[src/rtl/ps2_receiver_if.sv]
// Scan-code output bundle of ps2_receiver: byte, valid/ready handshake, error pulses.
`timescale 1ns/1ps
interface ps2_receiver_if;
  logic [7:0] code;
  logic       code_valid;
  logic       code_ready;
  logic       parity_err;
  logic       frame_err;
  logic       overflow;

  modport master (
    output code, code_valid, parity_err, frame_err, overflow,
    input  code_ready
  );

  modport slave (
    input  code, code_valid, parity_err, frame_err, overflow,
    output code_ready
  );
endinterface

[src/rtl/ps2_receiver.sv]
// PS/2 frame receiver: synchroniser, start/data/parity/stop framing, watchdog.
// Macro PS2_RX_FIFO_EN adds a FIFO_DEPTH-entry first-word-fall-through output FIFO.
`timescale 1ns/1ps
module ps2_receiver #(
  parameter int unsigned TIMEOUT_CYCLES = 50000,
  parameter int unsigned FIFO_DEPTH     = 4
) (
  input  logic          CLOCK_50,
  input  logic          reset,
  input  logic          ps2_clk,
  input  logic          ps2_dat,
  ps2_receiver_if.master rx
);
  localparam int unsigned TW = $clog2(TIMEOUT_CYCLES);

  typedef enum logic [1:0] {S_IDLE, S_DATA, S_PARITY, S_STOP} state_t;

  logic          r_s0_clk, r_s1_clk, r_clk_prev;
  logic          r_s0_dat, r_s1_dat;
  state_t        r_state;
  logic [2:0]    r_bitcnt;
  logic [7:0]    r_shift;
  logic          r_par;
  logic [TW-1:0] r_wdog;
  logic          r_perr, r_ferr;
  logic          w_fall, w_push;

  always_ff @(posedge CLOCK_50) begin
    if (reset) begin
      r_s0_clk   <= 1'b1;
      r_s1_clk   <= 1'b1;
      r_clk_prev <= 1'b1;
      r_s0_dat   <= 1'b1;
      r_s1_dat   <= 1'b1;
    end else begin
      r_s0_clk   <= ps2_clk;
      r_s1_clk   <= r_s0_clk;
      r_clk_prev <= r_s1_clk;
      r_s0_dat   <= ps2_dat;
      r_s1_dat   <= r_s0_dat;
    end
  end

  assign w_fall = r_clk_prev & ~r_s1_clk;
  // Good byte: stop bit high and odd parity over data plus parity bit.
  assign w_push = (r_state == S_STOP) & w_fall & r_s1_dat & (^{r_shift, r_par});

  always_ff @(posedge CLOCK_50) begin
    if (reset) begin
      r_state  <= S_IDLE;
      r_bitcnt <= '0;
      r_shift  <= '0;
      r_par    <= 1'b0;
      r_wdog   <= '0;
      r_perr   <= 1'b0;
      r_ferr   <= 1'b0;
    end else begin
      r_perr <= 1'b0;
      r_ferr <= 1'b0;
      r_wdog <= (w_fall || r_state == S_IDLE) ? '0 : r_wdog + 1'b1;
      unique case (r_state)
        S_IDLE: if (w_fall && !r_s1_dat) begin
          r_state  <= S_DATA;
          r_bitcnt <= '0;
        end
        S_DATA: if (w_fall) begin
          r_shift  <= {r_s1_dat, r_shift[7:1]};
          r_bitcnt <= r_bitcnt + 1'b1;
          if (r_bitcnt == 3'd7) r_state <= S_PARITY;
        end
        S_PARITY: if (w_fall) begin
          r_par   <= r_s1_dat;
          r_state <= S_STOP;
        end
        S_STOP: if (w_fall) begin
          r_state <= S_IDLE;
          if (!r_s1_dat)                r_ferr <= 1'b1;
          else if (!(^{r_shift, r_par})) r_perr <= 1'b1;
        end
        default: r_state <= S_IDLE;
      endcase
      // Watchdog only fires between edges; a fall in the same cycle restarts it instead.
      if (r_state != S_IDLE && !w_fall && r_wdog == TW'(TIMEOUT_CYCLES - 1)) begin
        r_state <= S_IDLE;
        r_ferr  <= 1'b1;
        r_wdog  <= '0;
      end
    end
  end

  assign rx.parity_err = r_perr;
  assign rx.frame_err  = r_ferr;

`ifdef PS2_RX_FIFO_EN
  localparam int unsigned AW = $clog2(FIFO_DEPTH);

  logic [7:0]  r_mem [FIFO_DEPTH];
  logic [AW-1:0] r_rd, r_wr;
  logic [AW:0]   r_cnt;
  logic          r_ovf;
  logic          w_full, w_pop, w_wr;

  assign w_full = (r_cnt == (AW+1)'(FIFO_DEPTH));
  assign w_pop  = (r_cnt != '0) & rx.code_ready;
  assign w_wr   = w_push & (~w_full | w_pop);

  always_ff @(posedge CLOCK_50) begin
    if (reset) begin
      for (int unsigned i = 0; i < FIFO_DEPTH; i++) r_mem[i] <= '0;
      r_rd  <= '0;
      r_wr  <= '0;
      r_cnt <= '0;
      r_ovf <= 1'b0;
    end else begin
      r_ovf <= w_push & w_full & ~w_pop;
      if (w_wr) begin
        r_mem[r_wr] <= r_shift;
        r_wr        <= r_wr + 1'b1;
      end
      if (w_pop) r_rd <= r_rd + 1'b1;
      unique case ({w_wr, w_pop})
        2'b10:   r_cnt <= r_cnt + 1'b1;
        2'b01:   r_cnt <= r_cnt - 1'b1;
        default: r_cnt <= r_cnt;
      endcase
    end
  end

  assign rx.code       = r_mem[r_rd];
  assign rx.code_valid = (r_cnt != '0);
  assign rx.overflow   = r_ovf;
`else
  logic [7:0] r_code;
  logic       r_code_valid;
  logic       w_unused;

  always_ff @(posedge CLOCK_50) begin
    if (reset) begin
      r_code       <= '0;
      r_code_valid <= 1'b0;
    end else begin
      r_code_valid <= w_push;
      if (w_push) r_code <= r_shift;
    end
  end

  assign w_unused      = rx.code_ready & (FIFO_DEPTH != 0);
  assign rx.code       = r_code;
  assign rx.code_valid = r_code_valid;
  assign rx.overflow   = 1'b0;
`endif
endmodule

[src/flat_wrapper.sv]
// flat-port wrapper written by rule: the top's interface ports become plain ports
module ps2_receiver_flat 
#(
  parameter int unsigned TIMEOUT_CYCLES = 50000,
  parameter int unsigned FIFO_DEPTH     = 4
)
  (CLOCK_50, reset, ps2_clk, ps2_dat, rx_code, rx_code_valid, rx_parity_err, rx_frame_err, rx_overflow, rx_code_ready);
  ps2_receiver_if rx_i ();
  input  logic CLOCK_50;
  input  logic reset;
  input  logic ps2_clk;
  input  logic ps2_dat;
  output wire logic [$bits(rx_i.code)-1:0] rx_code;
  output wire logic [$bits(rx_i.code_valid)-1:0] rx_code_valid;
  output wire logic [$bits(rx_i.parity_err)-1:0] rx_parity_err;
  output wire logic [$bits(rx_i.frame_err)-1:0] rx_frame_err;
  output wire logic [$bits(rx_i.overflow)-1:0] rx_overflow;
  input wire logic [$bits(rx_i.code_ready)-1:0] rx_code_ready;
  assign rx_code = rx_i.code;
  assign rx_code_valid = rx_i.code_valid;
  assign rx_parity_err = rx_i.parity_err;
  assign rx_frame_err = rx_i.frame_err;
  assign rx_overflow = rx_i.overflow;
  assign rx_i.code_ready = rx_code_ready;
  ps2_receiver #(.TIMEOUT_CYCLES(TIMEOUT_CYCLES), .FIFO_DEPTH(FIFO_DEPTH)) u_core (.CLOCK_50(CLOCK_50), .reset(reset), .ps2_clk(ps2_clk), .ps2_dat(ps2_dat), .rx(rx_i));
endmodule
[config.mk]
export PLATFORM = sky130hd
export DESIGN_NAME = ps2_receiver_flat
export DESIGN_NICKNAME = d
export VERILOG_FILES = /design/src/rtl/ps2_receiver_if.sv /design/src/rtl/ps2_receiver.sv /design/src/flat_wrapper.sv
export SDC_FILE = /design/constraint.sdc
export NUM_CORES = 1
export LEC_CHECK = 0
export CORE_AREA = 2 2 62 64
export CTS_BUF_LIST = sky130_fd_sc_hd__clkbuf_2 sky130_fd_sc_hd__clkbuf_4 sky130_fd_sc_hd__clkbuf_8
export CTS_CLUSTER_DIAMETER = 100
export DETAILED_ROUTE_END_ITERATION = 16
export DIE_AREA = 0 0 64 66
export PLACE_DENSITY = 0.79
export SYNTH_ARGS = -nofsm -noshare
export SYNTH_HDL_FRONTEND = slang
export SYNTH_SLANG_ARGS = --single-unit
export TNS_END_PERCENT = 100
[constraint.sdc]
create_clock -name CLOCK_50 -period 2.16 [get_ports CLOCK_50]
set_input_delay 0.432 -clock CLOCK_50 [delete_from_list [all_inputs] [get_ports CLOCK_50]]
set_output_delay 0.432 -clock CLOCK_50 [all_outputs]
set_load 0.02 [all_outputs]
; Word-level counts from Yosys, hierarchy flattened
; Index checks and enable logic that the tools add are counted.
[classes]
bitwise_logic = 8
muxes = 14
addsub = 2
eq_ne = 10
reduce_logical = 17
[ops]
columns = cell, n
row1 = $add A16 B1 Y16 const B, 1
row2 = $eq A16 B16 Y1 const B, 1
row3 = $mux W2, 5
row4 = $reduce_xor A9 Y1, 1
row5 = $ne A2 B1 Y1 const B, 4
row6 = $pmux W2 S4, 1
row7 = $mux W3, 2
row8 = $pmux W3 S2, 1
row9 = $mux W1, 5
row10 = $reduce_and A5 Y1, 1
row11 = $and A1 B1 Y1, 4
row12 = $eq A2 B2 Y1 const B, 2
row13 = $not A1 Y1, 4
row14 = $reduce_and A2 Y1, 2
row15 = $reduce_bool A2 Y1, 2
row16 = $reduce_or A4 Y1, 1
row17 = $add A3 B1 Y3 const B, 1
row18 = $eq A3 B3 Y1 const B, 1
row19 = $logic_and A1 B1 Y1, 3
row20 = $reduce_and A3 Y1, 1
row21 = $reduce_or A3 Y1, 1
row22 = $eq A2 B1 Y1 const B, 1
row23 = $logic_not A1 Y1, 2
row24 = $logic_not A2 Y1, 1
row25 = other kinds (3), 3
[word_totals]
output_inout_bits = 12
elab_cells = 65
register_bits = 46

; Longest topological paths before layout
; Gate-level depths: netlist of run 1.
[logic_depth]
depth_word = 6
ltp_mapped = 7

; Worst setup path after synthesis of run 1
; OpenSTA, ideal clock, no wires.
[synth_timing]
path_kind = reg-to-reg
start = register u_core.r_wdog[5]
end = register u_core.r_wdog[10]
stages_incl_launch_ff = 7
setup_slack_ps = 291
path_buffers = 2
arrival_time_ps = 1752
required_ps = 2043
path_cell_list = dfxtp_1 > or4b_2 > nor4_1 > or4_1 > clkbuf_2 > buf_2 > nor2_1
[synth_between]
elab_chain_cells = 3
[synth_lines]
columns = element, line_no
row1 = from (decl), ps2_receiver.sv:24  ; logic [TW-1:0] r_wdog;
row2 = from (signal assigned), ps2_receiver.sv:60  ; r_wdog <= (w_fall || r_state == S_IDLE) ? '0 : r_wdog + 1'b1;
row3 = "parallel branches: the longest is 3 deep, another holds $add A16 B1 Y16", -
; Several ways; the timed one is not identified.
; A chain may end at the register's enable or synchronous reset.

; Worst setup path after layout of run 1
[layout_timing]
start = register u_core.r_wdog[5]
end = register u_core.r_state[0]
[layout_between]
elab_chain_cells = 3
[layout_lines]
columns = element, line_no
row1 = $eq A16 B16 Y1, ps2_receiver.sv:83  ; if (r_state != S_IDLE && !w_fall && r_wdog == TW'(TIMEOUT_CYCLES - 1)) begin
row2 = $logic_and A1 B1 Y1, ps2_receiver.sv:83
row3 = $reduce_or A2 Y1 (no line), -
row4 = to (signal assigned), ps2_receiver.sv:76  ; r_state <= S_IDLE;
row5 = to (signal assigned), ps2_receiver.sv:80  ; default: r_state <= S_IDLE;
row6 = to (signal assigned), ps2_receiver.sv:84  ; r_state <= S_IDLE;
row7 = to (decl), ps2_receiver.sv:20  ; state_t r_state;
; No other way between the ends.

==> flow_metrics.py, run 1 <==
metrics = {
    "detailed_routing": {
        "post_drt_via_cell_ratio": 5.25,
        "wl_mm": 3.48,
        "num_vias": 1564,
        "postRouteAntennaNets": 0,
        "drt_pass1_iterations": 4,
        "drcViolationCount": 0,
        "post_drt_wl_per_cell_um": 11.7,
        "drt-initial-drc-count": 80,
    },
    "synth": {
        "synth_seq_cells": 46,
        "synth_most_common_cell": "dfxtp_1",
        "seq_area_frac_synth": 0.451,
        "synth.distinct_cells": 38,
        "yosys_warnings": 0,
        "syn_area_um2": 2040,
        "yosysTopAreaCell": "dfxtp_1",
        "synth-edff-count": 0,
        "synthTopCellsByCount": "46 x dfxtp_1, 27 x nor2_1, 20 x nand2_1",
        "synth_top_area_frac": 0.451,
        "synth.area.top_cells": "dfxtp_1 45%, nor2_1 5.0%, xnor2_1 4.7%",
        "ys_async_sr_fraction": 0,
        "syn-num-nets": 246,
        "syn_inst": 234,
        "yosys_most_used_dff": "dfxtp_1",
        "syn_area_per_cell_um2": 8.72,
    },
    "min_path": {
        "hold_end": "u_core.r_s1_clk",
        "whs_path_depth": 1,
        "min_from": "u_core.r_s0_clk",
        "hp-class": "flip-flop to flip-flop",
    },
    "final_layout": {
        "multi_input_area_um2": 988,
        "nNetsFinal": 261,
        "stdcell_count": 298,
        "seqCellArea_um2": 921,
        "syn2layout_area_growth_pct": 11.6,
        "nFillCells": 326,
        "drive_above_1_share": 0.104,
        "antenna_cells": 0,
    },
    "sta": {
        "fin_setup_tns_ps": 0,
        "rsz0062_at_grt": "no",
        "drv_slew": 0,
        "clock.fmax_mhz": 495,
        "finalHoldViolCount": 0,
        "max-slew-margin-rel": 0.623,
        "tightest_slew_ps": 564,
        "setup_viol": 0,
        "min_period_ps": 2020,
        "fin_skew_ps": 20.6,
        "layout_setup_ws_ps": 139,
        "min_period_over_period": 0.936,
    },
    "place": {
        "dp.cells": 290,
        "dp_slack_ps": 163,
        "dp_hpwl_mm": 2.40,
        "portBuffers": 14,
        "gp_congestion": 0.755,
    },
    "critical_path": {
        "worstSetupPathType": "flip-flop to flip-flop",
        "cpMaxStageDelayCell": "or4b_2",
        "cp_slowest_stage_delay_ps": 670,
        "r2r-start": "u_core.r_wdog[5]",
        "crit_arrival_ps": 2260,
        "reg2regPathDepth": 5,
        "end_kind": "flip-flop",
        "reg2reg_slack_ps": 140,
        "path_max_fanout": 4,
        "required_ps": 2400,
        "start_kind": "flip-flop",
        "startpoint": "u_core.r_wdog[5]",
        "crit_chain": "or4b_2, nor4_1, nor3b_1, or2_2, a211oi_1",
        "r2r_end": "u_core.r_state[0]",
    },
    "floorplanning": {
        "start_util": 0.575,
        "die_w_um": 64,
        "pin_count": 17,
        "core_um2": 3550,
        "die_area_um2": 4220,
        "row_count": 22,
        "fp.dieH_um": 66,
    },
    "power_and_ir_drop": {
        "p_leak_nw": 0.784,
        "powerDensity_nw_per_um2": 698,
        "ir_worst_vdd_v": 0.000553,
    },
    "global_route": {
        "grt.total_usage": 0.189,
        "grt_overflow": 0,
        "grt_pass1_vias": 1480,
        "antenna_found_initial": 0,
        "grt_first_pass_wirelength_mm": 6.16,
        "grt_max_degree": 30,
    },
    "clocking": {
        "clock_sinks": 46,
        "cts_root_buffer": "clkbuf_4",
        "path_clk_slew_ps": 140,
        "tritoncts": "yes",
        "cts_resized": 0,
        "cts_buffer_depth": 2,
        "holdBufCountCts": 0,
        "htree_num_levels": 2,
        "cts_buffers": 5,
        "clk_latency_ps": 360,
        "postCtsSetupBuffers": 0,
    },
    "flow_run": {
        "drv_cap": 0,
    },
    "outcome": {
        "outcome": "completed",
    },
}
sequential cells by signal, indices dropped and copies added, names as in the netlist, 2 cells and up:
signal,cells
u_core.r_bitcnt,3
u_core.r_shift,8
u_core.r_state,2
u_core.r_wdog,16
u_core.rx.code,8
per-layer routing:
| layer | vias to the layer above | part of all wire | GRT usage |
|---|---|---|---|
| li1 | 809 | - | - |
| met1 | 730 | 0.46 | 0.219 |
| met2 | 21 | 0.48 | 0.327 |
| met3 | 4 | 0.036 | 0.0562 |
| met4 | 0 | 0.017 | 0.0734 |
| met5 | - | 0 | 0 |
how the worst max path moves through the flow:
stage | to
after detailed placement | u_core.r_state[0]
after CTS | u_core.r_state[0]
after global placement | u_core.r_state[0]
final | u_core.r_state[0]
after floorplan | u_core.r_wdog[10]
after global routing | u_core.r_wdog[15]
critical path, delay by kind of cell (launching register included):
kind             cells  cell delay [ps]
flip-flops           1              380
AND/OR/NAND/NOR      4             1480
AO/OA/AOI/OAI        1               40
cell type report:
| cell class | instances | share of cell area |
|---|---|---|
| multi-input combinational | 163 | 0.434 |
| sequential | 46 | 0.404 |
| timing repair buffer | 20 | 0.0813 |
| clock buffer | 7 | 0.0286 |
| tap | 48 | 0.0264 |
| inverter | 13 | 0.0214 |
| clock inverter | 1 | 0.00385 |
metrics by stage:
stage | cell area [µm²] | hold WS (ps) | total power, mW | util
finish | 2280 | 430 | 1.59 | 0.641
global route | 2280 | 442 | 1.67 | 0.641
CTS | 2280 | 436 | 1.60 | 0.641
detailed placement | 2200 | 402 | 1.15 | 0.621
global placement | 2200 | 392 | 1.14 | 0.621
floorplan | 2040 | 389 | 1.08 | -
cells by family (layout without fill, tap and decap cells):
logic type / after synthesis / after routing / synth area share
DFF: 46 / 46 / 0.451
AOI/OAI and AO/OA: 36 / 36 / 0.0963
and+or+nand+nor: 95 / 95 / 0.232
adders and majority gates: 7 / 7 / 0.0429
other: 1 / 1 / 0.00184
xor gates and xnor gates: 22 / 22 / 0.102
muxes: 2 / 2 / 0.00981
buffers and inverters: 25 / 41 / 0.0644
cells in the final DEF, fill, tap and decap left out, types with 6 or more instances in the layout:
master and count:
or2_2 6, dfxtp_1 46, nand3_1 18, nor2_1 27, ha_1 7, inv_1 13
o21ai_0 10, nand2_1 20, a21oi_1 19, xor2_1 10, buf_4 6, clkdlybuf4s50_1 14
xnor2_1 11
power by group:
| group | switching, mW | total, mW | internal (mW) |
|---|---|---|---|
| logic | 0.148 | 0.237 | 0.0891 |
| clock network | 0.271 | 0.463 | 0.193 |
| registers | 0.0189 | 0.888 | 0.870 |
| total | 0.437 | 1.59 | 1.15 |
Note: power is estimated with default switching activity, not from simulation.
==> run 2: changes to the inputs <==
--- a/config.mk
+++ b/config.mk
@@ -11,6 +11,7 @@
 export DETAILED_ROUTE_END_ITERATION = 16
 export DIE_AREA = 0 0 64 66
 export PLACE_DENSITY = 0.79
+export SLEW_MARGIN = 30
 export SYNTH_ARGS = -nofsm -noshare
 export SYNTH_HDL_FRONTEND = slang
 export SYNTH_SLANG_ARGS = --single-unit
==> results of run 2 <==
No change in the layout: final DEF, timing and power equal those of run 1.
==> run 3: changes to the inputs <==
--- a/config.mk
+++ b/config.mk
@@ -10,6 +10,7 @@
 export CTS_CLUSTER_DIAMETER = 100
 export DETAILED_ROUTE_END_ITERATION = 16
 export DIE_AREA = 0 0 64 66
+export GPL_TIMING_DRIVEN = 0
 export PLACE_DENSITY = 0.79
 export SLEW_MARGIN = 30
 export SYNTH_ARGS = -nofsm -noshare
==> run 3 against run 2 <==
Final area rose by 3.6%; first-iteration DRC count fell by 14%; combinational power shrank 3%; maximum frequency barely moved; die area stayed put; setup slack is essentially flat; sequential share of layout area fell by 1.4 points; via count grew 0.96%; largest cell class unchanged; highest routed layer unchanged.
==> flow_metrics.py, run 3 (synthesized netlist as in run 1, its figures left out) <==
metrics = {
    "outcome": {
        "outcome": "completed",
    },
    "power_and_ir_drop": {
        "powerDensity_nw_per_um2": 754,
        "swShare": 0.245,
        "clkPwrFrac": 0.372,
        "p_sw_mw": 0.436,
        "power.internal_mw": 1.34,
        "ir_worst_vdd_v": 0.000437,
        "comb_power_share": 0.129,
        "seq_power_share": 0.499,
        "p_leak_nw": 0.811,
    },
    "min_path": {
        "hp-class": "flip-flop to flip-flop",
    },
    "clocking": {
        "htree_num_levels": 2,
        "cts_buffer_depth": 2,
        "cts_buffers": 5,
        "path_clk_slew_ps": 130,
        "postCtsSetupBuffers": 0,
        "clock_sinks": 46,
        "cts_root_buffer": "clkbuf_4",
        "tritoncts": "yes",
        "clk_latency_ps": 360,
    },
    "sta": {
        "tightest_slew_ps": 603,
        "fin_setup_tns_ps": 0,
        "clock.fmax_mhz": 495,
        "finalHoldViolCount": 0,
        "drv_slew": 0,
        "setup_viol": 0,
        "fin_skew_ps": 10.5,
        "rsz0062_at_grt": "no",
        "holdWs_ps": 423,
        "min_period_over_period": 0.935,
        "min_period_ps": 2020,
        "max-slew-margin-rel": 0.597,
    },
    "final_layout": {
        "top_register": "u_core.r_wdog",
        "syn2layout_area_growth_pct": 15.6,
        "mostFrequentLayoutCells": "46 x dfxtp_1, 27 x nor2_1, 20 x nand2_1",
        "nFillCells": 287,
        "nNetsFinal": 266,
        "layout_commonest_cell": "dfxtp_1",
        "largest_reg_flops": 16,
        "antenna_cells": 0,
        "drive_above_1_share": 0.110,
    },
    "detailed_routing": {
        "postRouteAntennaNets": 0,
        "post_drt_wl_per_cell_um": 11.8,
        "drt_pass1_iterations": 4,
        "drt-initial-drc-count": 69,
        "wl_mm": 3.58,
        "post_drt_via_cell_ratio": 5.21,
        "drcViolationCount": 0,
        "num_vias": 1579,
    },
    "floorplanning": {
        "die_area_um2": 4220,
        "start_util": 0.575,
        "row_count": 22,
        "pin_count": 17,
        "die_w_um": 64,
        "fp.dieH_um": 66,
        "core_um2": 3550,
    },
    "place": {
        "portBuffers": 14,
        "gp_congestion": 0.824,
        "dp_hpwl_mm": 2.59,
    },
    "critical_path": {
        "crit_arrival_ps": 2270,
        "critical-path-top-delay-family": "simple AND/OR/NAND/NOR gates",
        "path_max_fanout": 16,
        "cpMaxStageDelayCell": "or4b_2",
        "start_kind": "flip-flop",
        "end_kind": "flip-flop",
        "required_ps": 2410,
        "cp_num_buf_inv": 1,
        "worstSetupPathType": "flip-flop to flip-flop",
        "cp_slowest_stage_delay_ps": 690,
        "crit_chain": "or4b_2, nor4_2, or4_1, buf_2, nor2_1",
    },
    "global_route": {
        "grt_first_pass_wirelength_mm": 6.44,
        "grt_pass1_vias": 1512,
        "antenna_found_initial": 0,
        "grt_overflow": 0,
        "grt_max_degree": 17,
        "grt.total_usage": 0.196,
    },
    "flow_run": {
        "drv_cap": 0,
    },
}
## run 3: worst register-to-register path, stage by stage (launching register included)
cell and delay (ps):
dfxtp_1 370, or4b_2 690, nor4_2 330, or4_1 150
buf_2 280, nor2_1 90
## run 3: through the flow
step                      worst slack (ps)  instances  power [mW]   util  cell area [µm²]
final                                  140        303        1.78  0.664             2360
after global routing                  25.4        303        1.87  0.664             2360
after CTS                              113        303        1.79  0.663             2350
after detailed placement             -45.5        296        1.14  0.631             2240
after global placement               -5.93        296        1.13  0.631             2240
after floorplan                        291        234        1.08      -             2040
## run 3: area by class of cell
type	instances	area, µm²	share of cell area
buffer	11	77.6	0.0329
clock buffer	6	51.3	0.0218
clock inverter	2	60.1	0.0255
inverter	13	48.8	0.0207
multi-input combinational	163	1000	0.424
sequential	46	921	0.390
tap	48	60.1	0.0255
timing repair buffer	14	140	0.0594
## run 3: per-layer routing
metal  GRT usage  part of all wire
met1       0.241              0.48
met2       0.313              0.46
met4      0.0897             0.017
met3      0.0613             0.041
met5           0                 0
## run 3: path summary, 6_finish.rpt
check / to / start / cells past startpoint / slack (ps)
setup / recovery: u_core.r_wdog[14] / u_core.r_wdog[5] / 5 / 140
hold / removal: u_core.r_s1_dat / u_core.r_s0_dat / 1 / 420
setup reg to reg: u_core.r_wdog[14] / u_core.r_wdog[5] / 5 / 140
hold reg to reg: u_core.r_s1_dat / u_core.r_s0_dat / 1 / 420
## run 3: repair_timing
| action | CTS | global route |
|---|---|---|
| gates cloned | 0 | 0 |
| hold buffers | 0 | 0 |
| gates resized for setup | 1 | 2 |
| setup endpoints to repair | 10 | 4 |
## run 3: power groups by stage
stage / Clock (mW) / Combinational, mW / Sequential (mW)
floorplan: 0 / 0.176 / 0.906
global placement: 0 / 0.227 / 0.907
detailed placement: 0 / 0.230 / 0.907
CTS: 0.674 / 0.227 / 0.888
global route: 0.716 / 0.263 / 0.893
finish: 0.662 / 0.229 / 0.888
